**config.mk**
```make
export PLATFORM = sky130hd
export DESIGN_NAME = pong_game_ctrl
export DESIGN_NICKNAME = d
export VERILOG_FILES = /design/src/rtl/pong_game_ctrl.sv
export SDC_FILE = /design/constraint.sdc
export NUM_CORES = 1
export LEC_CHECK = 0
export ABC_AREA = 1
export BUFFER_PORTS_ARGS = -buffer_cell sky130_fd_sc_hd__buf_2
export CAP_MARGIN = 20
export CORE_MARGIN = 10
export CORE_UTILIZATION = 57
export DETAILED_ROUTE_END_ITERATION = 7
export GPL_TIMING_DRIVEN = 1
export PLACE_DENSITY = 0.9
export SLEW_MARGIN = 5
export SYNTH_ARGS = -nofsm -noshare
export SYNTH_HDL_FRONTEND = slang
export SYNTH_SLANG_ARGS = --single-unit
```
**constraint.sdc**
```tcl
create_clock -name CLK -period 3.9 [get_ports CLK]
set_clock_uncertainty 0.1 [all_clocks]
set_input_delay 0.195 -clock CLK [delete_from_list [all_inputs] [get_ports CLK]]
set_output_delay 0.195 -clock CLK [all_outputs]
set_load 0.01 [all_outputs]
```
**src/rtl/pong_game_ctrl.sv**
```systemverilog
// Match sequencer for two-player pong: game-flow FSM, scores, serve direction, point pause.
// Define PONG_AUTO_SERVE_EN to leave SERVE on the first frame_tick as well as on start.
module pong_game_ctrl #(
  parameter int unsigned WIN_SCORE    = 3,
  parameter int unsigned SCORE_W      = 2,
  parameter int unsigned PAUSE_FRAMES = 60
) (
  input  logic               CLK,
  input  logic               RST,
  input  logic               start,
  input  logic               frame_tick,
  input  logic               p1_point,
  input  logic               p2_point,
  output logic               ball_run,
  output logic               ball_reset,
  output logic               serve_dir,
  output logic [SCORE_W-1:0] p1_score,
  output logic [SCORE_W-1:0] p2_score,
  output logic               game_over,
  output logic               winner
);

  localparam int unsigned CNT_W = (PAUSE_FRAMES > 1) ? $clog2(PAUSE_FRAMES) : 1;
  localparam logic [CNT_W-1:0]   LAST_CNT = CNT_W'(PAUSE_FRAMES - 1);
  localparam logic [SCORE_W-1:0] WIN_VAL  = SCORE_W'(WIN_SCORE);

  typedef enum logic [2:0] {
    StIdle,
    StServe,
    StPlay,
    StPaused,
    StPointPause,
    StGameOver
  } state_e;

  state_e             state_q, state_d;
  logic [SCORE_W-1:0] p1_q, p1_d, p2_q, p2_d;
  logic [CNT_W-1:0]   cnt_q, cnt_d;
  logic               dir_q, dir_d;
  logic               win_q, win_d;
  logic               brst_q, brst_d;
  logic               auto_go;
  logic [SCORE_W-1:0] p1_inc, p2_inc;

`ifdef PONG_AUTO_SERVE_EN
  assign auto_go = frame_tick;
`else
  assign auto_go = 1'b0;
`endif

  function automatic logic [SCORE_W-1:0] sat_inc(input logic [SCORE_W-1:0] s);
    return (s == WIN_VAL) ? s : s + SCORE_W'(1);
  endfunction

  assign p1_inc = sat_inc(p1_q);
  assign p2_inc = sat_inc(p2_q);

  always_ff @(posedge CLK) begin
    if (RST) begin
      state_q <= StIdle;
      p1_q    <= '0;
      p2_q    <= '0;
      cnt_q   <= '0;
      dir_q   <= 1'b0;
      win_q   <= 1'b0;
      brst_q  <= 1'b0;
    end else begin
      state_q <= state_d;
      p1_q    <= p1_d;
      p2_q    <= p2_d;
      cnt_q   <= cnt_d;
      dir_q   <= dir_d;
      win_q   <= win_d;
      brst_q  <= brst_d;
    end
  end

  always_comb begin
    state_d = state_q;
    p1_d    = p1_q;
    p2_d    = p2_q;
    cnt_d   = cnt_q;
    dir_d   = dir_q;
    win_d   = win_q;
    brst_d  = 1'b0;
    unique case (state_q)
      // One start press from GAME_OVER begins a fresh match directly.
      StIdle, StGameOver: begin
        if (start) begin
          p1_d    = '0;
          p2_d    = '0;
          brst_d  = 1'b1;
          state_d = StServe;
        end
      end
      StServe: begin
        if (start || auto_go) state_d = StPlay;
      end
      StPlay: begin
        // Points beat start; p1 beats p2 when both arrive together.
        if (p1_point) begin
          p1_d   = p1_inc;
          dir_d  = 1'b1;
          brst_d = 1'b1;
          cnt_d  = '0;
          if (p1_inc == WIN_VAL) begin
            state_d = StGameOver;
            win_d   = 1'b0;
          end else begin
            state_d = StPointPause;
          end
        end else if (p2_point) begin
          p2_d   = p2_inc;
          dir_d  = 1'b0;
          brst_d = 1'b1;
          cnt_d  = '0;
          if (p2_inc == WIN_VAL) begin
            state_d = StGameOver;
            win_d   = 1'b1;
          end else begin
            state_d = StPointPause;
          end
        end else if (start) begin
          state_d = StPaused;
        end
      end
      StPaused: begin
        if (start) state_d = StPlay;
      end
      StPointPause: begin
        if (frame_tick) begin
          if (cnt_q == LAST_CNT) begin
            cnt_d   = '0;
            state_d = StServe;
          end else begin
            cnt_d = cnt_q + CNT_W'(1);
          end
        end
      end
      default: state_d = StIdle;
    endcase
  end

  always_comb begin
    ball_run   = (state_q == StPlay);
    game_over  = (state_q == StGameOver);
    ball_reset = brst_q;
    serve_dir  = dir_q;
    p1_score   = p1_q;
    p2_score   = p2_q;
    winner     = win_q;
  end

endmodule

```
==> results.txt, run 1 <==
CTS Hold Bufs = 0
Via/cell ratio = 5.09
DR iter-0 viols = 25
CTS Buffer Depth = 2
Synth warnings = 0
Die Ht = 58.5 µm
Most frequent cells in the layout = nand2_1, nor2_1, inv_1, dfxtp_1, buf_2
Post-CTS setup repair buffer count = 0
Die Width = 58.5 µm
FMAX = 658 MHz
Final count of hold timing violations = 0
Critical Path Slowest Stage Cell = dfxtp_1
Layout area overhead = 14.8%
Ratio of final minimum period to clock period = 39.0%
Die ar. = 3420 µm²
Worst setup SP type = flop
Largest net degree at the start of global routing = 10
Post-route setup TNS = 0 ps
Clock Latency Late Sink = 270 ps
Vias in the first global route = 788
Via count = 835
Top delay family on crit path = simple AND/OR/NAND/NOR gates
CTS tree = yes
Worst setup margin = 2380 ps
Critical Path Most Common Cell = nor2_1
Routability-driven placement congestion ratio = 0.758
PortBufs = 14
Syn Inst Count = 131
Core Box Area = 1350 µm²
Placed cells = 160
GR Util All Layers = 11.0%
Final setup vio count = 0
Setup Slack @ Placement = 2410 ps
Status = finished clean
Layout cells sized above 1 = 15.4%
Antenna Diode Count = 0
Pins Over Slew Limit = 0
First-pass GRT wire length = 3.14 mm
Io pins = 15
# resized after CTS = 0
Hold WC Path Type = primary input to flop
Rel. slew slack = 83.6%
Max cap viols = 0
Avg WL per Cell = 10.8 µm
Clock Sinks = 16
Post-synthesis sequential area ratio = 37.9%
Drc violations = 0
Worst Path Required = 3980 ps
Unrepaired setup endpoints after global routing = no
CTS buffer count = 3
Synthesized Nets = 138
Worst-Margin Slew = 246 ps
Overflow after GRT = 0
Worst-path cell chain = ha_1 > inv_1 > nor2_1 > nand3_1 > nand2_2 > nand2_1 > nor2_1 > nand3_1 > nand2_1 > nor2_1
Clock transition at path regs = 90 ps
Power Dens Cells = 601 nW/µm²
Final WL = 1.78 mm
Clk root buf = clkbuf_4
Final core area utilization = 71.8%
Yosys reg bits = 16
Cell Area, Synth = 845 µm²
ANT nets after route = 0
Final Non-Filler Cells = 164
Post-layout min period = 1520 ps
Initial antenna violation count = 0
Synth Area per Inst = 6.45 µm²
Initial Util = 62.6%
Cell Rows = 13
Worst-path fanout max = 4
Maximum vdd ir drop = 0.477 mV
H-tree Lvls = 1
WS Path Type = flop to flop
DRT Pass-1 Iters = 4
Nets@finish = 157
Critical Path AT = 1600 ps
Commonest non-fill, non-tap cell in the layout = nand2_1
Worst setup EP type = flop
DPL Wire Length = 1.47 mm
WP buf/inv = 1
Crit-path max cell delay = 390 ps
Worst hold slack = 78.5 ps
Synth cell types = 19
Leakage = 0.502 nW
[logic make-up (layout without fill, tap and decap cells)]
kind of cell	after synthesis	in the layout	share of synthesized area (%)
adders and majority gates	1	1	1.48
AOI/OAI and AO/OA	14	14	10.4
xor gates and xnor gates	1	1	1.04
DFF	16	16	37.9
and+or+nand+nor	81	81	40.9
buffers and inverters	18	36	8.30
[worst reg2reg max path, delay by kind of cell (launching register included)]
kind	cells	cell delay, ps
adders and majority gates	1	200
DFF	1	390
buffers and inverters	1	60
and+or+nand+nor	8	670
[metrics by stage]
step           power (mW)  area, µm²
2_1_floorplan       0.416        845
3_3_place_gp        0.472        933
3_5_place_dp        0.481        933
4_1_cts             0.588        970
5_1_grt             0.636        970
6_report            0.582        970
[path summary, 6_finish.rpt]
path                               start                       to  slack (ps)  cells past startpoint
setup / recovery   cnt_q[0]$_SDFFE_PP0P_  state_q[0]$_SDFFE_PP0P_        2380                     10
hold / removal                       RST    ball_reset$_SDFF_PP0_          80                      2
setup reg to reg   cnt_q[0]$_SDFFE_PP0P_  state_q[0]$_SDFFE_PP0P_        2380                     10
hold reg to reg   serve_dir$_SDFFE_PP0P_   serve_dir$_SDFFE_PP0P_         380                      2
[metal layers]
metal	global-route usage, %	routed length, µm
met5	0	0
met4	3.02	15
met2	19.1	808
met3	2.58	76
met1	13.0	877
[flip-flops by register name, indices dropped and copies added (netlist names)]
name        cells
cnt_q           6
state_q         3
p1_score        2
p2_score        2
ball_reset      1
serve_dir       1
winner          1
[report_power, final]
group / leakage (nW) / switching [mW] / total [mW] / internal [mW]
logic: 0.350 / 0.162 / 0.253 / 0.0908
clock network: 0.0210 / 0.0496 / 0.106 / 0.0567
registers: 0.130 / 0.0289 / 0.223 / 0.194
total: 0.502 / 0.240 / 0.582 / 0.342
[Yosys cell counts (all sizes together)]
library cell / instances / area (µm²)
o21bai: 1 / 7.51
xor2: 1 / 8.76
nor2: 24 / 92.6
o21ai: 1 / 5.00
nand3b: 1 / 7.51
a22oi: 1 / 7.51
nor3: 2 / 10.0
a21oi: 10 / 61.3
nand2: 40 / 153
ha: 1 / 12.5
a31oi: 1 / 6.26
inv: 18 / 70.1
dfxtp: 16 / 320
nand3: 14 / 82.6
[area by class of cell]
type,instances,area [µm²]
fillers,116,380
flip-flops and latches,16,320
repair buffers,14,70.1
inverters,18,70.1
well taps,15,18.8
multi-input cells,97,454
clock buffers,4,36.3
No activity file was read; power rests on OpenSTA's default activity.
==> run 2: changes to the inputs <==
--- a/config.mk
+++ b/config.mk
@@ -9,10 +9,10 @@
 export BUFFER_PORTS_ARGS = -buffer_cell sky130_fd_sc_hd__buf_2
 export CAP_MARGIN = 20
 export CORE_MARGIN = 10
-export CORE_UTILIZATION = 57
+export CORE_UTILIZATION = 48
 export DETAILED_ROUTE_END_ITERATION = 7
 export GPL_TIMING_DRIVEN = 1
-export PLACE_DENSITY = 0.9
+export PLACE_DENSITY = 0.82
 export SLEW_MARGIN = 5
 export SYNTH_ARGS = -nofsm -noshare
 export SYNTH_HDL_FRONTEND = slang
==> constraint.sdc (replaced) <==
create_clock -name CLK -period 1.38 [get_ports CLK]
set_clock_uncertainty 0.1 [all_clocks]
set_input_delay 0.069 -clock CLK [delete_from_list [all_inputs] [get_ports CLK]]
set_output_delay 0.069 -clock CLK [all_outputs]
set_load 0.01 [all_outputs]
==> results.txt, run 2 (same netlist as run 1, synthesis figures left out) <==
Tot Pwr = 1.87 mW (+220%)
Post-layout min period = 1360 ps (-158 ps)
Clock transition at path regs = 90 ps (about the same)
Ratio of final minimum period to clock period = 98.7% (+60 points)
CTS tree = yes
CTS Buffer Depth = 2 (unchanged)
Die ar. = 3840 µm² (+12%)
Cell Rows = 15 (+2)
Critical Path Most Common Cell = nor2_1
CTS buffer count = 3 (unchanged)
Worst-path cell chain = ha_4 > inv_2 > nor2_1 > nand3_1 > nand2_2 > nand3_2 > nor2_2 > nor2_1 > nor2_1
FMAX = 734 MHz (+12%)
Top Registers = cnt_q x6, state_q x3
Via count = 905 (+8.4%)
Most frequent cells in the layout = nand2_1, nor2_1, buf_2, inv_1, dfxtp_1
Final setup vio count = 0 (unchanged)
Setup Slack @ Placement = -8.02 ps (-2410 ps)
ANT nets after route = 0 (unchanged)
Crit-path max cell delay = 360 ps (-30 ps)
Rel. slew slack = 82.2% (-1.4 points)
Clock Sinks = 16 (unchanged)
Power Dens Cells = 1650 nW/µm² (+170%)
Filler cells = 144 (+24%)
Final count of hold timing violations = 0 (unchanged)
Worst setup EP type = flop
Maximum vdd ir drop = 1.01 mV (+110%)
Core Box Area = 1690 µm² (+25%)
Largest net degree at the start of global routing = 9 (-1)
Register with the most flip-flops = cnt_q
Max cap viols = 0 (unchanged)
Routability-driven placement congestion ratio = 0.906 (+19%)
Die Width = 61.9 µm (+5.9%)
Initial Util = 50.0% (-13 points)
Overflow after GRT = 0 (unchanged)
Clk root buf = clkbuf_4
Avg WL per Cell = 12.3 µm (+13%)
Status = finished clean
DR iter-0 viols = 54 (+120%)
Worst setup margin = 18.2 ps (-2360 ps)
Commonest non-fill, non-tap cell in the layout = nand2_1
Io pins = 15 (unchanged)
DPL Wire Length = 1.48 mm (+0.85%)
Unrepaired setup endpoints after global routing = yes
Critical Path AT = 1480 ps (-120 ps)
Hold WC Path Type = primary input to flop
Drc violations = 0 (unchanged)
Die Ht = 61.9 µm (+5.9%)
Worst setup SP type = flop
Critical Path Slowest Stage Cell = dfxtp_2
WS Path Type = flop to flop
Worst-path fanout max = 4 (unchanged)
Layout area overhead = 34.4%
Layout cells sized above 1 = 34.8% (+19 points)
Final WL = 2.15 mm (+21%)
Worst Path Required = 1500 ps (-2480 ps)
Via/cell ratio = 5.17 (+1.6%)
PortBufs = 14 (unchanged)
Clock Latency Late Sink = 280 ps (about the same)
DRT Pass-1 Iters = 4 (unchanged)
Worst-Margin Slew = 266 ps (+20.8 ps)
Max FFs per register = 6 (unchanged)
H-tree Lvls = 1 (unchanged)
First-pass GRT wire length = 3.28 mm (+4.4%)
Initial antenna violation count = 0 (unchanged)
Antenna Diode Count = 0 (unchanged)
Vias in the first global route = 832 (+5.6%)
Nets@finish = 167 (+6.4%)
GR Util All Layers = 11.2% (+0.25 points)
Leakage = 0.555 nW (+11%)
Pins Over Slew Limit = 0 (unchanged)
==> run 2: cell count changes in the layout (fill, tap and decap cells not counted), moves of 4 or more <==
| cell | previous run | this run |
|---|---|---|
| nor2_1 | 23 | 19 |
| buf_4 | 0 | 7 |
| nand2_2 | 1 | 7 |
| dfxtp_1 | 16 | 11 |
| nand2_1 | 39 | 31 |
| inv_1 | 17 | 12 |
| inv_2 | 0 | 5 |
==> run 2: critical path: cells and delay by family, from the launching register on <==
family | cells | cell delay, ps
adder cells (fa/ha/maj) | 1 | 140
buffers and inverters | 1 | 30
flip-flops | 1 | 360
AND/OR/NAND/NOR | 7 | 670
==> run 2: metal layers <==
metal	part of all wire, %	wire length, µm	vias up	track usage, %
li1	-	-	471	-
met1	40	850	411	10.3
met2	55	1190	19	22.2
met3	4.2	91	4	4.67
met4	0.88	19	0	2.55
met5	0	0	-	0
==> run 2: stage by stage <==
stage                     cells  cell area [µm²]  hold slack (ps)  setup TNS [ps]  util [%]
after floorplan             131              845             38.1               0         -
after global placement      167              973              238               0      57.6
after detailed placement    167              973              239           -33.7      57.6
after CTS                   173             1040             3.90           -77.2      61.6
after global routing        175             1130             22.5            -550      67.2
final                       175             1130             10.8               0      67.2
==> run 2: cell type report <==
type / instances / area [µm²] / area share [%]
Multi-Input combinational cell: 97 / 532 / 46.9
Sequential cell: 16 / 334 / 29.4
Timing Repair Buffer: 24 / 153 / 13.5
Inverter: 18 / 72.6 / 6.39
Clock buffer: 3 / 22.5 / 1.98
Tap cell: 17 / 21.3 / 1.87
==> run 2: repair_timing <==
action | in CTS | in global routing
endpoints found under the hold margin | 4 | 1
hold buffers | 2 | 1
pin swaps | 3 | 8
endpoints found under the setup margin | 7 | 16
gates resized for setup | 5 | 30
buffers inserted | 1 | 1
==> run 2: report_power, final <==
| part | total (mW) | switching (mW) | internal (mW) |
|---|---|---|---|
| clock | 0.240 | 0.139 | 0.101 |
| sequential | 0.684 | 0.115 | 0.569 |
| combinational | 0.947 | 0.573 | 0.374 |
==> run 2: final timing paths <==
kind                          from                      end  slack [ps]  depth (start not counted)
min                       p2_point    ball_reset$_SDFF_PP0_          10                          3
max reg2reg  cnt_q[0]$_SDFFE_PP0P_  state_q[1]$_SDFFE_PP0P_          20                          9
max          cnt_q[0]$_SDFFE_PP0P_  state_q[1]$_SDFFE_PP0P_          20                          9
min reg2reg    winner$_SDFFE_PP0P_      winner$_SDFFE_PP0P_         370                          2
==> run 3: changes to the inputs <==
--- a/config.mk
+++ b/config.mk
@@ -5,14 +5,13 @@
 export SDC_FILE = /design/constraint.sdc
 export NUM_CORES = 1
 export LEC_CHECK = 0
-export ABC_AREA = 1
 export BUFFER_PORTS_ARGS = -buffer_cell sky130_fd_sc_hd__buf_2
 export CAP_MARGIN = 20
 export CORE_MARGIN = 10
-export CORE_UTILIZATION = 48
+export CORE_UTILIZATION = 47
 export DETAILED_ROUTE_END_ITERATION = 7
 export GPL_TIMING_DRIVEN = 1
-export PLACE_DENSITY = 0.82
+export PLACE_DENSITY = 0.81
 export SLEW_MARGIN = 5
 export SYNTH_ARGS = -nofsm -noshare
 export SYNTH_HDL_FRONTEND = slang
==> results.txt, run 3 <==
Status = complete, but fails checks
Violated checks = negative setup slack
Pins Over Slew Limit = 0 (unchanged)
Most frequent cell after synthesis = dfxtp_1
Multi-input logic area = 589 µm² (+11%)
Post-synthesis sequential area ratio = 39.0% (+1.1 points)
Via count = 885 (-2.2%)
Synthesized Nets = 107 (-22%)
Layout area overhead = 49.5%
Async SR Flop Fraction = 0% (unchanged)
Register area = 329 µm² (-1.5%)
Max cap viols = 0 (unchanged)
Register with the most flip-flops = cnt_q
Placed cells = 140 (-16%)
Yosys top cell by area = dfxtp_1
EDFF count, synth = 0 (unchanged)
Io pins = 15 (unchanged)
Power Dens Cells = 905 nW/µm² (-45%)
Initial antenna violation count = 0 (unchanged)
Worst setup SP type = flop
Yosys reg bits = 16 (unchanged)
Hold WC Path Type = primary input to flop
Final count of hold timing violations = 0 (unchanged)
Vias in the first global route = 832 (unchanged)
Worst setup margin = -186 ps (-204 ps)
GR Util All Layers = 12.0% (+0.81 points)
CTS tree = yes
Die ar. = 3820 µm² (-0.50%)
Ys flop type = dfxtp_1
ANT nets after route = 0 (unchanged)
Synth warnings = 0 (unchanged)
Crit-path max cell delay = 390 ps (+30 ps)
Antenna Diode Count = 0 (unchanged)
Synth cell types = 35 (+16)
H-tree Lvls = 1 (unchanged)
Worst-path fanout max = 5 (+1)
Critical Path Slowest Stage Cell = or3b_4
Post-layout min period = 1570 ps (+204 ps)
Ratio of final minimum period to clock period = 113% (+15 points)
Final core area utilization = 72.7% (+5.5 points)
Tot Pwr = 1.11 mW (-41%)
WS Path Type = flop to flop
Clock Sinks = 16 (unchanged)
Final WL = 2.31 mm (+7.4%)
Worst-path cell chain = or3b_4 > a21oi_1 > o31ai_4 > buf_6 > a21oi_1
Critical Path AT = 1690 ps (+210 ps)
Drc violations = 0 (unchanged)
Maximum vdd ir drop = 0.637 mV (-37%)
Top Registers = cnt_q x6, state_q x3
Cell Rows = 15 (unchanged)
Synth Area per Inst = 8.21 µm² (+27%)
DPL Wire Length = 1.51 mm (+2.3%)
Unrepaired setup endpoints after global routing = yes
Via/cell ratio = 5.94 (+15%)
Most frequent cells in the layout = dfxtp_1, buf_2, buf_4, nor2_1, o21ai_0
Placed Area = 1000 µm² (+3.1%)
Nets@finish = 140 (-16%)
Core Box Area = 1690 µm² (unchanged)
Final Non-Filler Cells = 149 (-15%)
Filler cells = 114 (-21%)
Clock transition at path regs = 100 ps (about the same)
Worst setup EP type = flop
Post-route setup TNS = -1120 ps (-1120 ps)
Max FFs per register = 6 (unchanged)
FMAX = 639 MHz (-13%)
Fin area = 1230 µm² (+8.2%)
Avg WL per Cell = 15.5 µm (+26%)
Worst hold slack = 9.80 ps (-1.04 ps)
DRT Pass-1 Iters = 4 (unchanged)
Initial Util = 48.6% (-1.4 points)
Setup Slack @ Placement = -199 ps (-191 ps)
Final setup vio count = 8 (+8)
Routability-driven placement congestion ratio = 0.805 (-11%)
CTS Buffer Depth = 2 (unchanged)
Worst-Margin Slew = 313 ps (+46.4 ps)
Clk root buf = clkbuf_4
Syn Inst Count = 100 (-24%)
Rel. slew slack = 79.1% (-3.0 points)
Leakage = 0.481 nW (-13%)
Synth top area share = 39.0% (+1.1 points)
Die Width = 61.8 µm (-0.25%)
Layout cells sized above 1 = 47.0% (+12 points)
Clock Latency Late Sink = 290 ps (about the same)
First-pass GRT wire length = 3.54 mm (+8.0%)
Largest net degree at the start of global routing = 18 (+9)
Worst Path Required = 1500 ps (about the same)
Cell Area, Synth = 821 µm² (-2.8%)
Synth cell count leaders = dfxtp_1, nor2_1, a21oi_1, o21ai_0, nand2_1
CTS buffer count = 3 (unchanged)
Overflow after GRT = 0 (unchanged)
Die Ht = 61.8 µm (-0.25%)
Critical Path Most Common Cell = a21oi_1
PortBufs = 14 (unchanged)
Top area cells in the synthesized netlist = dfxtp_1, a21oi_1, o21ai_0
DR iter-0 viols = 18 (-67%)
==> run 3: critical path, delay by kind of cell, from the launching register on <==
family          cells  cell delay (ps)
flops               1              380
buf+inv             1              140
simple gates        1              390
compound gates      3              490
==> run 3: cells by family after synthesis <==
kind of cell    synth area share [%]
fa+ha+maj                       1.52
compound gates                  25.9
buf+inv                         5.18
flops                           39.0
simple gates                    28.4
==> run 3: final cells by class <==
| class | instances | share of cell area [%] |
|---|---|---|
| Timing Repair Buffer | 33 | 19.6 |
| Inverter | 3 | 0.917 |
| Sequential cell | 16 | 26.8 |
| Clock buffer | 4 | 2.96 |
| Tap cell | 17 | 1.73 |
| Multi-Input combinational cell | 76 | 48.0 |
==> run 3: metal layers <==
metal	wire [µm]	part of all wire (%)	global-route usage (%)
met5	0	0	0
met2	1150	50	22.4
met4	21	0.91	3.82
met3	123	5.3	3.46
met1	1020	44	12.6
==> run 3: what timing repair did <==
item / CTS / global route
pin swaps: 2 / 10
setup endpoints to repair: 8 / 13
gates resized for setup: 10 / 23
endpoints found under the hold margin: 5 / 0
setup buffers: 2 / 2
cloned: 0 / 1
hold buffers: 1 / 0
==> run 3: worst paths after layout <==
check / from / endpoint / slack [ps] / cells after the start
worst max-delay path: state_q[2]$_SDFFE_PP0P_ / cnt_q[5]$_SDFFE_PP0P_ / -190 / 5
worst min-delay path: start / state_q[0]$_SDFFE_PP0P_ / 10 / 3
worst min register to register: cnt_q[5]$_SDFFE_PP0P_ / cnt_q[5]$_SDFFE_PP0P_ / 400 / 2
worst max register to register: state_q[2]$_SDFFE_PP0P_ / cnt_q[5]$_SDFFE_PP0P_ / -190 / 5
==> run 3: report_power, final <==
| part | switching (mW) | internal (mW) | total [mW] | leakage (nW) |
|---|---|---|---|---|
| sequential | 0.0153 | 0.479 | 0.495 | 0.132 |
| combinational | 0.151 | 0.152 | 0.302 | 0.328 |
| clock | 0.154 | 0.161 | 0.314 | 0.0210 |
